<file path="src/rtl/wb_pkg.sv">
// Shared constants for the writeback stage: load funct3 codes, FSM encoding, register address width.
package wb_pkg;
  localparam int REG_ADDR_W = 5;

  localparam logic [2:0] FUNCT3_LB  = 3'b000;
  localparam logic [2:0] FUNCT3_LH  = 3'b001;
  localparam logic [2:0] FUNCT3_LW  = 3'b010;
  localparam logic [2:0] FUNCT3_LBU = 3'b100;
  localparam logic [2:0] FUNCT3_LHU = 3'b101;

  typedef enum logic {
    WB_IDLE     = 1'b0,
    WB_WAIT_MEM = 1'b1
  } wb_state_t;
endpackage

</file>
<file path="src/rtl/load_extend.sv">
// Selects the addressed byte/half of a load word and sign- or zero-extends it.
// Latency: combinational. Backpressure: none (pure function of its inputs).
// Halfword selection uses addr_lo[1] only; unknown funct3 codes return the full word.
module load_extend
  import wb_pkg::*;
#(
  parameter int XLEN = 32
) (
  input  logic [2:0]      funct3,
  input  logic [1:0]      addr_lo,
  input  logic [XLEN-1:0] word,
  output logic [XLEN-1:0] value
);
  logic [7:0]  byte_sel;
  logic [15:0] half_sel;

  always_comb begin
    byte_sel = word[{addr_lo, 3'b000} +: 8];
    half_sel = addr_lo[1] ? word[31:16] : word[15:0];
    case (funct3)
      FUNCT3_LB:  value = {{(XLEN-8){byte_sel[7]}}, byte_sel};
      FUNCT3_LBU: value = {{(XLEN-8){1'b0}}, byte_sel};
      FUNCT3_LH:  value = {{(XLEN-16){half_sel[15]}}, half_sel};
      FUNCT3_LHU: value = {{(XLEN-16){1'b0}}, half_sel};
      default:    value = word;
    endcase
  end
endmodule

</file>
<file path="src/rtl/writeback_stage.sv">
// Final pipeline stage: commits ALU results or extended load data to the register-file write port.
// Latency: write port updates one cycle after the result is available; loads stall (in_ready=0) until mem_rdata_valid.
// Optional registered write-port bypass copy is enabled with `define WB_BYPASS_EN.
module writeback_stage
  import wb_pkg::*;
#(
  parameter int XLEN        = 32,
  parameter int COUNT_WIDTH = 64
) (
  input  logic                   clock,
  input  logic                   reset,
  input  logic                   in_valid,
  output logic                   in_ready,
  input  logic [REG_ADDR_W-1:0]  in_rd,
  input  logic                   in_reg_write,
  input  logic                   in_is_load,
  input  logic [2:0]             in_funct3,
  input  logic [1:0]             in_addr_lo,
  input  logic [XLEN-1:0]        in_result,
  input  logic [XLEN-1:0]        mem_rdata,
  input  logic                   mem_rdata_valid,
  output logic [REG_ADDR_W-1:0]  addr_rd,
  output logic [XLEN-1:0]        data_rd,
  output logic                   write_enable,
  output logic [COUNT_WIDTH-1:0] retire_count,
  output logic                   bypass_valid,
  output logic [REG_ADDR_W-1:0]  bypass_rd,
  output logic [XLEN-1:0]        bypass_data
);
  wb_state_t             state, state_nxt;
  logic [REG_ADDR_W-1:0] ld_rd;
  logic                  ld_reg_write;
  logic [2:0]            ld_funct3;
  logic [1:0]            ld_addr_lo;
  logic [XLEN-1:0]       ld_value;

  logic                  commit;
  logic [REG_ADDR_W-1:0] commit_rd;
  logic [XLEN-1:0]       commit_dat;
  logic                  commit_we;
  logic                  capture;

  load_extend #(.XLEN(XLEN)) u_load_extend (
    .funct3  (ld_funct3),
    .addr_lo (ld_addr_lo),
    .word    (mem_rdata),
    .value   (ld_value)
  );

  assign in_ready = (state == WB_IDLE);

  always_comb begin
    state_nxt  = state;
    commit     = 1'b0;
    capture    = 1'b0;
    commit_rd  = in_rd;
    commit_dat = in_result;
    commit_we  = in_reg_write && (in_rd != '0);
    case (state)
      WB_IDLE: begin
        if (in_valid) begin
          if (in_is_load) begin
            capture   = 1'b1;
            state_nxt = WB_WAIT_MEM;
          end else begin
            commit = 1'b1;
          end
        end
      end
      WB_WAIT_MEM: begin
        commit_rd  = ld_rd;
        commit_dat = ld_value;
        commit_we  = ld_reg_write && (ld_rd != '0);
        if (mem_rdata_valid) begin
          commit    = 1'b1;
          state_nxt = WB_IDLE;
        end
      end
      default: state_nxt = WB_IDLE;
    endcase
  end

  always_ff @(posedge clock) begin
    if (reset) begin
      state        <= WB_IDLE;
      ld_rd        <= '0;
      ld_reg_write <= 1'b0;
      ld_funct3    <= '0;
      ld_addr_lo   <= '0;
      addr_rd      <= '0;
      data_rd      <= '0;
      write_enable <= 1'b0;
      retire_count <= '0;
    end else begin
      state        <= state_nxt;
      write_enable <= commit && commit_we;
      if (capture) begin
        ld_rd        <= in_rd;
        ld_reg_write <= in_reg_write;
        ld_funct3    <= in_funct3;
        ld_addr_lo   <= in_addr_lo;
      end
      if (commit) begin
        addr_rd      <= commit_rd;
        data_rd      <= commit_dat;
        retire_count <= retire_count + 1'b1;
      end
    end
  end

`ifdef WB_BYPASS_EN
  // One-cycle-late copy of the write port covers the register file's read-during-write staleness.
  always_ff @(posedge clock) begin
    if (reset) begin
      bypass_valid <= 1'b0;
      bypass_rd    <= '0;
      bypass_data  <= '0;
    end else begin
      bypass_valid <= write_enable;
      bypass_rd    <= addr_rd;
      bypass_data  <= data_rd;
    end
  end
`else
  assign bypass_valid = 1'b0;
  assign bypass_rd    = '0;
  assign bypass_data  = '0;
`endif
endmodule

</file>
<file path="config.mk">
export PLATFORM = sky130hd
export DESIGN_NAME = writeback_stage
export DESIGN_NICKNAME = d
export VERILOG_FILES = /design/src/rtl/wb_pkg.sv /design/src/rtl/load_extend.sv /design/src/rtl/writeback_stage.sv
export SDC_FILE = /design/constraint.sdc
export NUM_CORES = 1
export LEC_CHECK = 0
export ABC_CLOCK_PERIOD_IN_PS = 5590
export BUFFER_PORTS_ARGS = -buffer_cell sky130_fd_sc_hd__buf_4
export CAP_MARGIN = 20
export CORE_UTILIZATION = 40
export CTS_CLUSTER_DIAMETER = 80
export DETAILED_ROUTE_END_ITERATION = 8
export PLACE_DENSITY = 0.66
export SYNTH_ARGS = -nofsm -noshare
export SYNTH_HDL_FRONTEND = slang
export SYNTH_HIERARCHICAL = 1
export SYNTH_SLANG_ARGS = --single-unit
</file>
<file path="constraint.sdc">
create_clock -name clock -period 5.59 [get_ports clock]
set_input_delay 0.8385 -clock clock [delete_from_list [all_inputs] [get_ports clock]]
set_output_delay 0.8385 -clock clock [all_outputs]
set_load 0.03 [all_outputs]
</file>
==> flow_summary_export.csv, run 1 <==
group,metric,value,unit
outcome,status,"finished, final reports clean",
final_layout,post-route-util,0.537,
pwr,power_leakage,3.15,nW
grt,grt_pass1_wl,28400,um
die,initial_core_util,0.411,
timing,slew_viol_final,0,
min_path,hold_class,"reg2reg",
pwr,clkPwrFrac,0.470,
clocking,post_cts_buffers,0,
die,io-pin-count,221,
grt,grt_util_all_layers,0.222,
grt,antenna_found_initial,0,
pwr,combPwrFrac,0.158,
route,first_pass_iters,4,
synth,yosysSeqAreaShare,0.364,
placement,hpwl,12600,um
route,drt-vias-per-instance,5.23,
route,routedWlPerCell,15.7,um
clocking,numCtsBuffers,17,
final_layout,nets,969,
clocking,cts_tree,"yes",
grt,grt_pass1_vias,5402,
synth,synthFlopType,"dfxtp_1",
worst_setup_path,critPathMaxFanout,41,
clocking,cts.hold.buffers_added,0,
synth,synth.distinct_cells,52,
worst_setup_path,cp_data_required_time,5940,ps
clocking,cts.sinks,114,
timing,fin_tns_setup,0,ps
synth,synthCells,727,
flow_run,max_cap_violations,0,
final_layout,finalInstanceArea,0.00819,mm^2
worst_setup_path,slowest_delay,620,ps
timing,clock_skew,22.9,ps
placement,place_congestion,0.828,
worst_setup_path,crit_path_start_kind,"flop",
synth,synth_edf_count,0,
synth,synth_area,0.00627,mm^2
final_layout,layout-drive-gt1-share,0.272,
pwr,swShare,0.269,
worst_setup_path,worstPathCellList,"buf_4 -> nand2_1 -> a211oi_1 -> nand4_1 -> or4_1 -> a21oi_1",
timing,finalCriticalPeriod,3090,ps
route,drt_wl_total,17500,um
worst_setup_path,arrival,3430,ps
worst_setup_path,endpoint_kind,"flop",
timing,min_period_over_period,0.552,
clocking,insertion_delay,420,ps
worst_setup_path,cp.buffers_inverters,1,
die,rows,45,
clocking,cts_root_buf,"clkbuf_16",
timing,relSlewSlack,0.360,
placement,dp.cells,1079,
grt,grt_max_degree,68,
route,drc,0,
final_layout,fill_cells,1433,
final_layout,num_antenna_cells,0,
clocking,htreeDepth,4,
die,fp.dieW,127,um
synth,ys_ff_latch,114,
route,ant_nets,0,
pwr,seqPwrFrac,0.372,
synth,synth.avg_cell_area,8.63,um^2
timing,max_freq,324,MHz
pwr,power_density,284,mW/mm^2
clocking,cts.path.max_buffers,2,
timing,tightest_slew,954,ps
synth,async_flop_share,0,
grt,grt-ovfl-total,0,
die,core-area,0.0153,mm^2
timing,rsz0062_at_grt,"no",
timing,hold_viol_final,0,
synth,synth-warning-count,6,
clocking,post_cts_resized,0,
worst_setup_path,crit_family,"simple AND/OR/NAND/NOR gates",
worst_setup_path,path_class,"reg2reg",
final_layout,final_cell_count_no_fill,1112,
die,die-area,0.0162,mm^2
die,die_y,127,um
route,dr.first_iter.drc_count,394,
route,via_count,5817,
pwr,peakVddDrop,0.223,mV
timing,finalSetupViolCount,0,
worst_setup_path,slowest_stage,"or4_1",
placement,portBuffers,182,
final_layout,area_delta_synth_final,30.5,%
clocking,clk_pin_slew,60,ps
pwr,p_sw,0.000627,W
pwr,p_int,0.00170,W
placement,dpl-instance-area,0.00759,mm^2
registers in the layout, indices dropped and copies added, names as in the netlist, 2 cells and up:
| register | count |
|---|---|
| addr_rd | 5 |
| ld_addr_lo | 2 |
| ld_rd | 5 |
| ld_funct3 | 3 |
| retire_count | 64 |
| data_rd | 32 |
cell type report:
class	instances	area, um^2	share of cell area
multi-input combinational	558	3610	0.441
sequential	114	2280	0.279
clock inverter	10	134	0.0163
timing repair buffer	186	1400	0.171
clock buffer	22	454	0.0555
tap	211	264	0.0322
inverter	11	41.3	0.00504
worst paths after layout:
kind | slack, ps | endpoint | start | cells after the start
setup / recovery | 2500 | retire_count[49]$_SDFFE_PP0P_ | state$_SDFF_PP0_ | 6
hold / removal | 490 | retire_count[63]$_SDFFE_PP0P_ | retire_count[63]$_SDFFE_PP0P_ | 2
setup reg to reg | 2500 | retire_count[49]$_SDFFE_PP0P_ | state$_SDFF_PP0_ | 6
hold reg to reg | 490 | retire_count[63]$_SDFFE_PP0P_ | retire_count[63]$_SDFFE_PP0P_ | 2
power by group through the flow:
stage          Combinational [W]  Clock (W)  Sequential, W
6_report                0.000368    0.00109       0.000867
2_1_floorplan           0.000225          0       0.000926
4_1_cts                 0.000371    0.00111       0.000866
3_3_place_gp            0.000368          0       0.000883
3_5_place_dp            0.000370          0       0.000883
5_1_grt                 0.000396    0.00116       0.000871
stage by stage:
step,setup slack [ps],total power (W),hold WS [ps]
after floorplan,2810,0.00115,464
after global placement,2010,0.00125,474
after detailed placement,1890,0.00125,485
after CTS,2070,0.00235,494
after global routing,2240,0.00242,513
final,2500,0.00233,494
cell families after synthesis:
| family | share of synthesized area |
|---|---|
| compound gates | 0.195 |
| xor+xnor | 0.0391 |
| fa+ha+maj | 0.00199 |
| buf+inv | 0.0835 |
| flops | 0.364 |
| mux | 0.0957 |
| other cells | 0.000598 |
| simple gates | 0.220 |
metal layers:
metal  GRT usage  share of wire
met5           0              0
met4      0.0609         0.0083
met3      0.0850          0.082
met2       0.354           0.47
met1       0.280           0.44
worst register-to-register path, stage by stage, from the launching register on:
cell and delay [ps]:
dfxtp_2 320, buf_4 530, nand2_1 360, a211oi_1 460
nand4_1 570, or4_1 620, a21oi_1 160
synthesized netlist by cell type, types with 4 or more instances:
library cell | instances | area, um^2
buf_4 | 41 | 308
mux2_2 | 4 | 45.0
nand4_1 | 29 | 181
nor2_1 | 89 | 334
a21oi_1 | 44 | 220
inv_1 | 10 | 37.5
nor3_1 | 8 | 40.0
a211oi_1 | 40 | 300
nand2_1 | 36 | 135
o21ai_0 | 26 | 130
dfxtp_1 | 114 | 2280
o221ai_1 | 5 | 43.8
xor2_1 | 19 | 166
nand3_1 | 26 | 130
o31ai_1 | 9 | 67.6
a221o_1 | 6 | 60.1
mux2i_1 | 54 | 541
buf_1 | 4 | 15.0
clkbuf_1 | 31 | 116
a2bb2oi_1 | 6 | 52.6
nor4_1 | 11 | 68.8
and2_1 | 4 | 25.0
a2bb2oi_2 | 14 | 210
or3_1 | 27 | 169
xnor2_1 | 9 | 78.8
nor2b_1 | 12 | 75.1
or4_1 | 13 | 97.6
cell usage in the layout (no fill, tap or decap), types with 6 or more instances in the layout:
cell type	Yosys	final
or4_1	13	13
dfxtp_1	114	113
o21ai_0	26	26
conb_1	1	38
xnor2_1	9	9
nor2b_1	12	12
nand2_1	36	35
xor2_1	19	19
buf_4	41	185
o31ai_1	9	9
nor4_1	11	11
clkbuf_16	0	17
or3_1	27	27
a221o_1	6	6
nor3_1	8	8
a21oi_1	44	44
a211oi_1	40	40
nor2_1	89	89
mux2i_1	54	54
a2bb2oi_1	6	6
inv_1	10	10
nand4_1	29	29
a2bb2oi_2	14	14
nand3_1	26	26
(Power assumes the default switching activity.)
==> run 2: changes to the inputs <==
- ABC_CLOCK_PERIOD_IN_PS: 5590 -> 2600
- PLACE_DENSITY: 0.66 -> 0.69
- clock period: 5.59 -> 2.6 ns (I/O delays scaled with it)
==> run 2 against run 1 <==
  * Maximum frequency rose by 34%
  * Flip-flop and latch count did not move
  * Clock skew shrank 17 ps
  * Via count is 1.8% higher
  * Critical path depth fell by 1
  * Cell area up 2.5%
==> flow_summary_export.csv, run 2 (synthesis gave the netlist of run 1 again) <==
group,metric,value,unit
outcome,status,"finished, final reports clean",
final_layout,final_cell_count_no_fill,1132,
pwr,p_int,0.00368,W
route,drt-vias-per-instance,5.23,
final_layout,regMostFlops,"retire_count",
clocking,cts_root_buf,"clkbuf_16",
clocking,htreeDepth,4,
die,io-pin-count,221,
worst_setup_path,r2r_cells,5,
final_layout,final_common_cell,"buf_4",
timing,slew_viol_final,0,
route,maxUsedRoutingLayer,"met4",
route,route.met2.wl,8380,um
timing,relSlewSlack,0.359,
route,wl_met3,1410,um
min_path,min-delay-start,"in_funct3[2]",
worst_setup_path,arrival,2640,ps
timing,finalCriticalPeriod,2300,ps
clocking,post_cts_buffers,0,
worst_setup_path,reg2reg_from,"state$_SDFF_PP0_",
final_layout,reg_top3,"retire_count (64), data_rd (32)",
placement,hpwl,13000,um
die,die-area,0.0162,mm^2
timing,max_freq,435,MHz
worst_setup_path,worstSetupStartpoint,"state$_SDFF_PP0_",
clocking,insertion_delay,410,ps
worst_setup_path,endpoint_kind,"flop",
route,drc,0,
clocking,cts.path.max_buffers,2,
pwr,swShare,0.261,
grt,antenna_found_initial,0,
flow_run,max_cap_violations,0,
pwr,seqPwrFrac,0.373,
pwr,peakVddDrop,0.407,mV
grt,grt_util_all_layers,0.221,
clocking,numCtsBuffers,17,
pwr,combPwrFrac,0.166,
clocking,clk_pin_slew,50,ps
final_layout,fill_cells,1428,
worst_setup_path,crit_path_start_kind,"flop",
route,drt_wl_total,17700,um
placement,dp.cells,1102,
final_layout,num_antenna_cells,0,
route,via_count,5921,
route,ant_nets,0,
final_layout,finalInstanceArea,0.00839,mm^2
final_layout,layout-drive-gt1-share,0.288,
route,dr.first_iter.drc_count,307,
clocking,cts.sinks,114,
worst_setup_path,path_class,"reg2reg",
pwr,power_density,594,mW/mm^2
final_layout,nets,991,
clocking,cts.hold.buffers_added,0,
worst_setup_path,cp_data_required_time,2940,ps
clocking,post_cts_resized,0,
pwr,p_sw,0.00130,W
timing,rsz0062_at_grt,"no",
timing,timing.hold.ws,217,ps
die,fp.dieW,127,um
timing,min_period_over_period,0.883,
timing,clock_skew,5.96,ps
route,first_pass_iters,5,
die,rows,45,
worst_setup_path,critPathMaxFanout,9,
final_layout,area_delta_synth_final,33.7,%
die,die_y,127,um
grt,grt_pass1_wl,28100,um
die,initial_core_util,0.411,
timing,hold_viol_final,0,
grt,grt_pass1_vias,5518,
route,routedWlPerCell,15.6,um
pwr,power_leakage,3.27,nW
placement,place_congestion,0.839,
grt,grt-ovfl-total,0,
route,wl_met1,7590,um
placement,dpl-instance-area,0.00781,mm^2
min_path,hold_depth,3,
timing,fin_tns_setup,0,ps
timing,tightest_slew,961,ps
pwr,clkPwrFrac,0.461,
final_layout,post-route-util,0.550,
final_layout,largest_reg_flops,64,
placement,portBuffers,182,
die,core-area,0.0153,mm^2
clocking,cts_tree,"yes",
final_layout,layout_common_cells,"204 x buf_4, 113 x dfxtp_1, 89 x nor2_1",
min_path,hold_class,"in2reg",
grt,grt_max_degree,88,
timing,finalSetupViolCount,0,
run 2: cell types whose count changed in the layout (fill, tap and decap cells not counted):
| cell | previous run | this run |
|---|---|---|
| buf_12 | 0 | 4 |
| buf_4 | 185 | 204 |
| buf_8 | 1 | 0 |
| bufinv_16 | 3 | 2 |
| clkbuf_8 | 1 | 5 |
| clkinv_2 | 4 | 1 |
| clkinv_4 | 1 | 0 |
| clkinvlp_4 | 2 | 1 |
run 2: final timing paths:
check / endpoint / slack [ps]
worst min-delay path: ld_funct3[2]$_SDFFE_PP0P_ / 220
worst max register to register: retire_count[35]$_SDFFE_PP0P_ / 300
worst max-delay path: retire_count[35]$_SDFFE_PP0P_ / 300
worst min register to register: retire_count[63]$_SDFFE_PP0P_ / 490
run 2: power groups by stage:
| stage | Combinational [W] | Clock (W) | Sequential (W) |
|---|---|---|---|
| floorplan | 0.000483 | 0 | 0.00199 |
| global placement | 0.000824 | 0 | 0.00189 |
| detailed placement | 0.000829 | 0 | 0.00190 |
| CTS | 0.000833 | 0.00235 | 0.00186 |
| global route | 0.000885 | 0.00242 | 0.00187 |
| finish | 0.000826 | 0.00230 | 0.00186 |
run 2: final cells by class:
cell class,instances,area (um^2),share of cell area
inverter,11,41.3,0.00492
clock buffer,26,509,0.0607
clock inverter,4,72.6,0.00865
timing repair buffer,208,1610,0.192
tap,211,264,0.0315
sequential,114,2280,0.272
multi-input combinational,558,3610,0.430
run 2: per-layer routing:
metal  track usage  vias up
li1              -     2975
met1         0.265     2730
met2         0.361      194
met3        0.0800       22
met4        0.0847        0
met5             0        -
run 2: critical path, stage by stage (launching register included):
cell and delay (ps):
dfxtp_2 320, or3b_1 530, a2111oi_4 530, nand3_4 190, or4_1 510, a21oi_1 150
run 2: metrics by stage:
stage | setup WS [ps] | power (W)
global route | 132 | 0.00517
CTS | 304 | 0.00504
detailed placement | 144 | 0.00273
global placement | 173 | 0.00272
floorplan | 204 | 0.00247
finish | 304 | 0.00498
==> run 3: changes to the inputs <==
- PLACE_DENSITY: 0.69 -> 0.7
- SYNTH_HIERARCHICAL: 1 -> default
==> run 3 against run 2 <==
  * Flip-flop and latch count unchanged
  * First-iteration DRC count up 23%
  * Sequential share of layout area up 0.74 points
  * Routed wire length up 1.7%
  * Maximum frequency down 2.7%
  * Largest cell class unchanged
  * Cell area down 2.6%
  * Setup slack worse by 63 ps
  * Total power up 1.5%
==> flow_summary_export.csv, run 3 <==
group,metric,value,unit
outcome,status,"finished, final reports clean",
placement,portBuffers,182,
synth,synth-xor-area-share,0.0412,
grt,antenna_found_initial,0,
synth,synth_top_family_by_area,"simple AND/OR/NAND/NOR gates",
route,ant_nets,0,
synth,synth_area,0.00595,mm^2
pwr,power_density,619,mW/mm^2
die,die-area,0.0154,mm^2
placement,hpwl,12900,um
route,first_pass_iters,5,
min_path,hold_depth,3,
synth,synth-compound-area-share,0.208,
synth,synth_edf_count,0,
worst_setup_path,regToRegSetupSlack,240,ps
final_layout,nets,1004,
final_layout,final_common_cell,"buf_4",
clocking,insertion_delay,420,ps
worst_setup_path,path_class,"reg2reg",
worst_setup_path,r2r-end,"retire_count[54]$_SDFFE_PP0P_",
die,io-pin-count,221,
worst_setup_path,reg2reg_from,"retire_count[1]$_SDFFE_PP0P_",
route,routedWlPerCell,16.1,um
clocking,cts_root_buf,"clkbuf_16",
die,die_y,124,um
synth,synth-warning-count,0,
worst_setup_path,critPathMaxFanout,24,
timing,max_freq,424,MHz
timing,finalSetupViolCount,0,
final_layout,reg_top3,"retire_count (64), data_rd (32)",
grt,grt_pass1_vias,5505,
timing,hold_viol_final,0,
synth,synth.avg_cell_area,8.20,um^2
worst_setup_path,cp_data_required_time,2950,ps
final_layout,largest_reg_flops,64,
timing,fin_tns_setup,0,ps
route,via_count,6089,
clocking,cts.path.max_buffers,2,
final_layout,layout-drive-gt1-share,0.278,
route,drt-vias-per-instance,5.44,
synth,yosys.area_share.simple,0.240,
pwr,power_leakage,3.31,nW
synth,ys_top_cells_by_count,"114 x dfxtp_1, 69 x nor2_1, 67 x nand2_1",
die,core-area,0.0145,mm^2
worst_setup_path,crit_path_start_kind,"flop",
synth,yosysMostFrequentCell,"dfxtp_1",
timing,finalCriticalPeriod,2360,ps
pwr,peakVddDrop,0.410,mV
flow_run,max_cap_violations,0,
die,rows,44,
synth,yosysSeqAreaShare,0.384,
timing,clock_skew,8.28,ps
synth,async_flop_share,0,
worst_setup_path,arrival,2710,ps
timing,timing.hold.ws,202,ps
synth,yosysTopAreaCell,"dfxtp_1",
timing,min_period_over_period,0.907,
die,fp.dieW,124,um
timing,rsz0062_at_grt,"no",
grt,grt_pass1_wl,28000,um
route,dr.first_iter.drc_count,377,
timing,tightest_slew,599,ps
final_layout,area_delta_synth_final,37.3,%
synth,synth_adder_area_share,0.00210,
grt,grt_max_degree,55,
route,drc,0,
synth,synthMuxAreaShare,0.0425,
grt,grt_util_all_layers,0.238,
grt,grt-ovfl-total,0,
synth,ys_ff_latch,114,
clocking,htreeDepth,4,
clocking,post_cts_buffers,0,
route,drt_wl_total,18000,um
synth,synthFlopType,"dfxtp_1",
timing,relSlewSlack,0.597,
min_path,hold_class,"in2reg",
clocking,post_cts_resized,0,
final_layout,regMostFlops,"retire_count",
timing,slew_viol_final,0,
final_layout,num_antenna_cells,0,
min_path,min-delay-start,"in_addr_lo[0]",
synth,synth_top_area_frac,0.384,
synth,synth.distinct_cells,53,
final_layout,layout_common_cells,"218 x buf_4, 113 x dfxtp_1, 69 x nor2_1",
clocking,cts.sinks,114,
synth,synthTopCellsByArea,"dfxtp_1 38%, buf_4 4.8%, a21oi_1 4.5%",
worst_setup_path,r2r_cells,6,
clocking,cts.hold.buffers_added,0,
placement,place_congestion,0.841,
clocking,cts_tree,"yes",
min_path,holdPathEnd,"ld_addr_lo[0]$_SDFFE_PP0P_",
clocking,clk_pin_slew,50,ps
synth,synthCells,726,
die,initial_core_util,0.409,
clocking,numCtsBuffers,17,
worst_setup_path,endpoint_kind,"flop",
## run 3: changes by cell type in the layout (fill, tap and decap cells not counted), moves of 15 or more
cell,delta
a211oi_1,-24
a22o_1,+15
mux2i_1,-31
nand2_1,+32
nor2_1,-20
## run 3: layout make-up
cell class | count | area, um^2
timing repair buffer | 218 | 1640
multi-input combinational | 559 | 3320
inverter | 13 | 48.8
clock inverter | 14 | 211
tap | 184 | 230
sequential | 114 | 2280
clock buffer | 18 | 439
fill | 1373 | 6360
## run 3: power breakdown
group          leakage, nW  total, W  internal (W)  switching [W]
clock                0.304   0.00257       0.00172       0.000855
combinational         2.08  0.000641      0.000249       0.000392
sequential           0.926   0.00185       0.00181      0.0000406
total                 3.31   0.00506       0.00377        0.00129
## run 3: kinds of logic (layout without fill, tap and decap cells)
| kind of cell | count (synthesis) | in the layout |
|---|---|---|
| adder cells (fa/ha/maj) | 1 | 1 |
| AND/OR/NAND/NOR | 278 | 278 |
| flip-flops | 114 | 114 |
| AO/OA/AOI/OAI | 190 | 190 |
| XOR/XNOR | 28 | 28 |
| multiplexers | 24 | 24 |
| buffers and inverters | 90 | 263 |
| other | 1 | 38 |
## run 3: per-layer routing
layer | GRT usage | share of wire | vias to the layer above
met5 | 0 | 0 | -
met4 | 0.0938 | 0.019 | 0
met3 | 0.0714 | 0.081 | 24
met2 | 0.385 | 0.47 | 252
met1 | 0.294 | 0.43 | 2829
li1 | - | - | 2984
## run 3: worst max-delay path by stage
stage	endpoint	cells past startpoint	start
4_1_cts	retire_count[51]$_SDFFE_PP0P_	5	state$_SDFF_PP0_
5_1_grt	retire_count[60]$_SDFFE_PP0P_	6	retire_count[1]$_SDFFE_PP0P_
3_3_place_gp	retire_count[51]$_SDFFE_PP0P_	6	in_is_load
6_report	retire_count[54]$_SDFFE_PP0P_	6	retire_count[1]$_SDFFE_PP0P_
2_1_floorplan	retire_count[46]$_SDFFE_PP0P_	7	retire_count[0]$_SDFFE_PP0P_
3_5_place_dp	retire_count[51]$_SDFFE_PP0P_	6	in_is_load
## run 3: through the flow
| stage | utilization | setup WS, ps | total power (W) | instance area [um^2] | std cells |
|---|---|---|---|---|---|
| 6_report | 0.562 | 241 | 0.00506 | 8170 | 1120 |
| 5_1_grt | 0.562 | 46.0 | 0.00524 | 8170 | 1120 |
| 3_3_place_gp | 0.517 | 28.8 | 0.00252 | 7510 | 1087 |
| 3_5_place_dp | 0.517 | 40.0 | 0.00252 | 7510 | 1087 |
| 4_1_cts | 0.562 | 197 | 0.00510 | 8160 | 1119 |
| 2_1_floorplan | - | 131 | 0.00230 | 6090 | 763 |
## run 3: critical path, stage by stage, from the launching register on
cell and delay, ps:
dfxtp_1 370, ha_1 200, nor4bb_1 350, nor2_1 100, or4_4 580, or4_1 540
a21oi_1 140
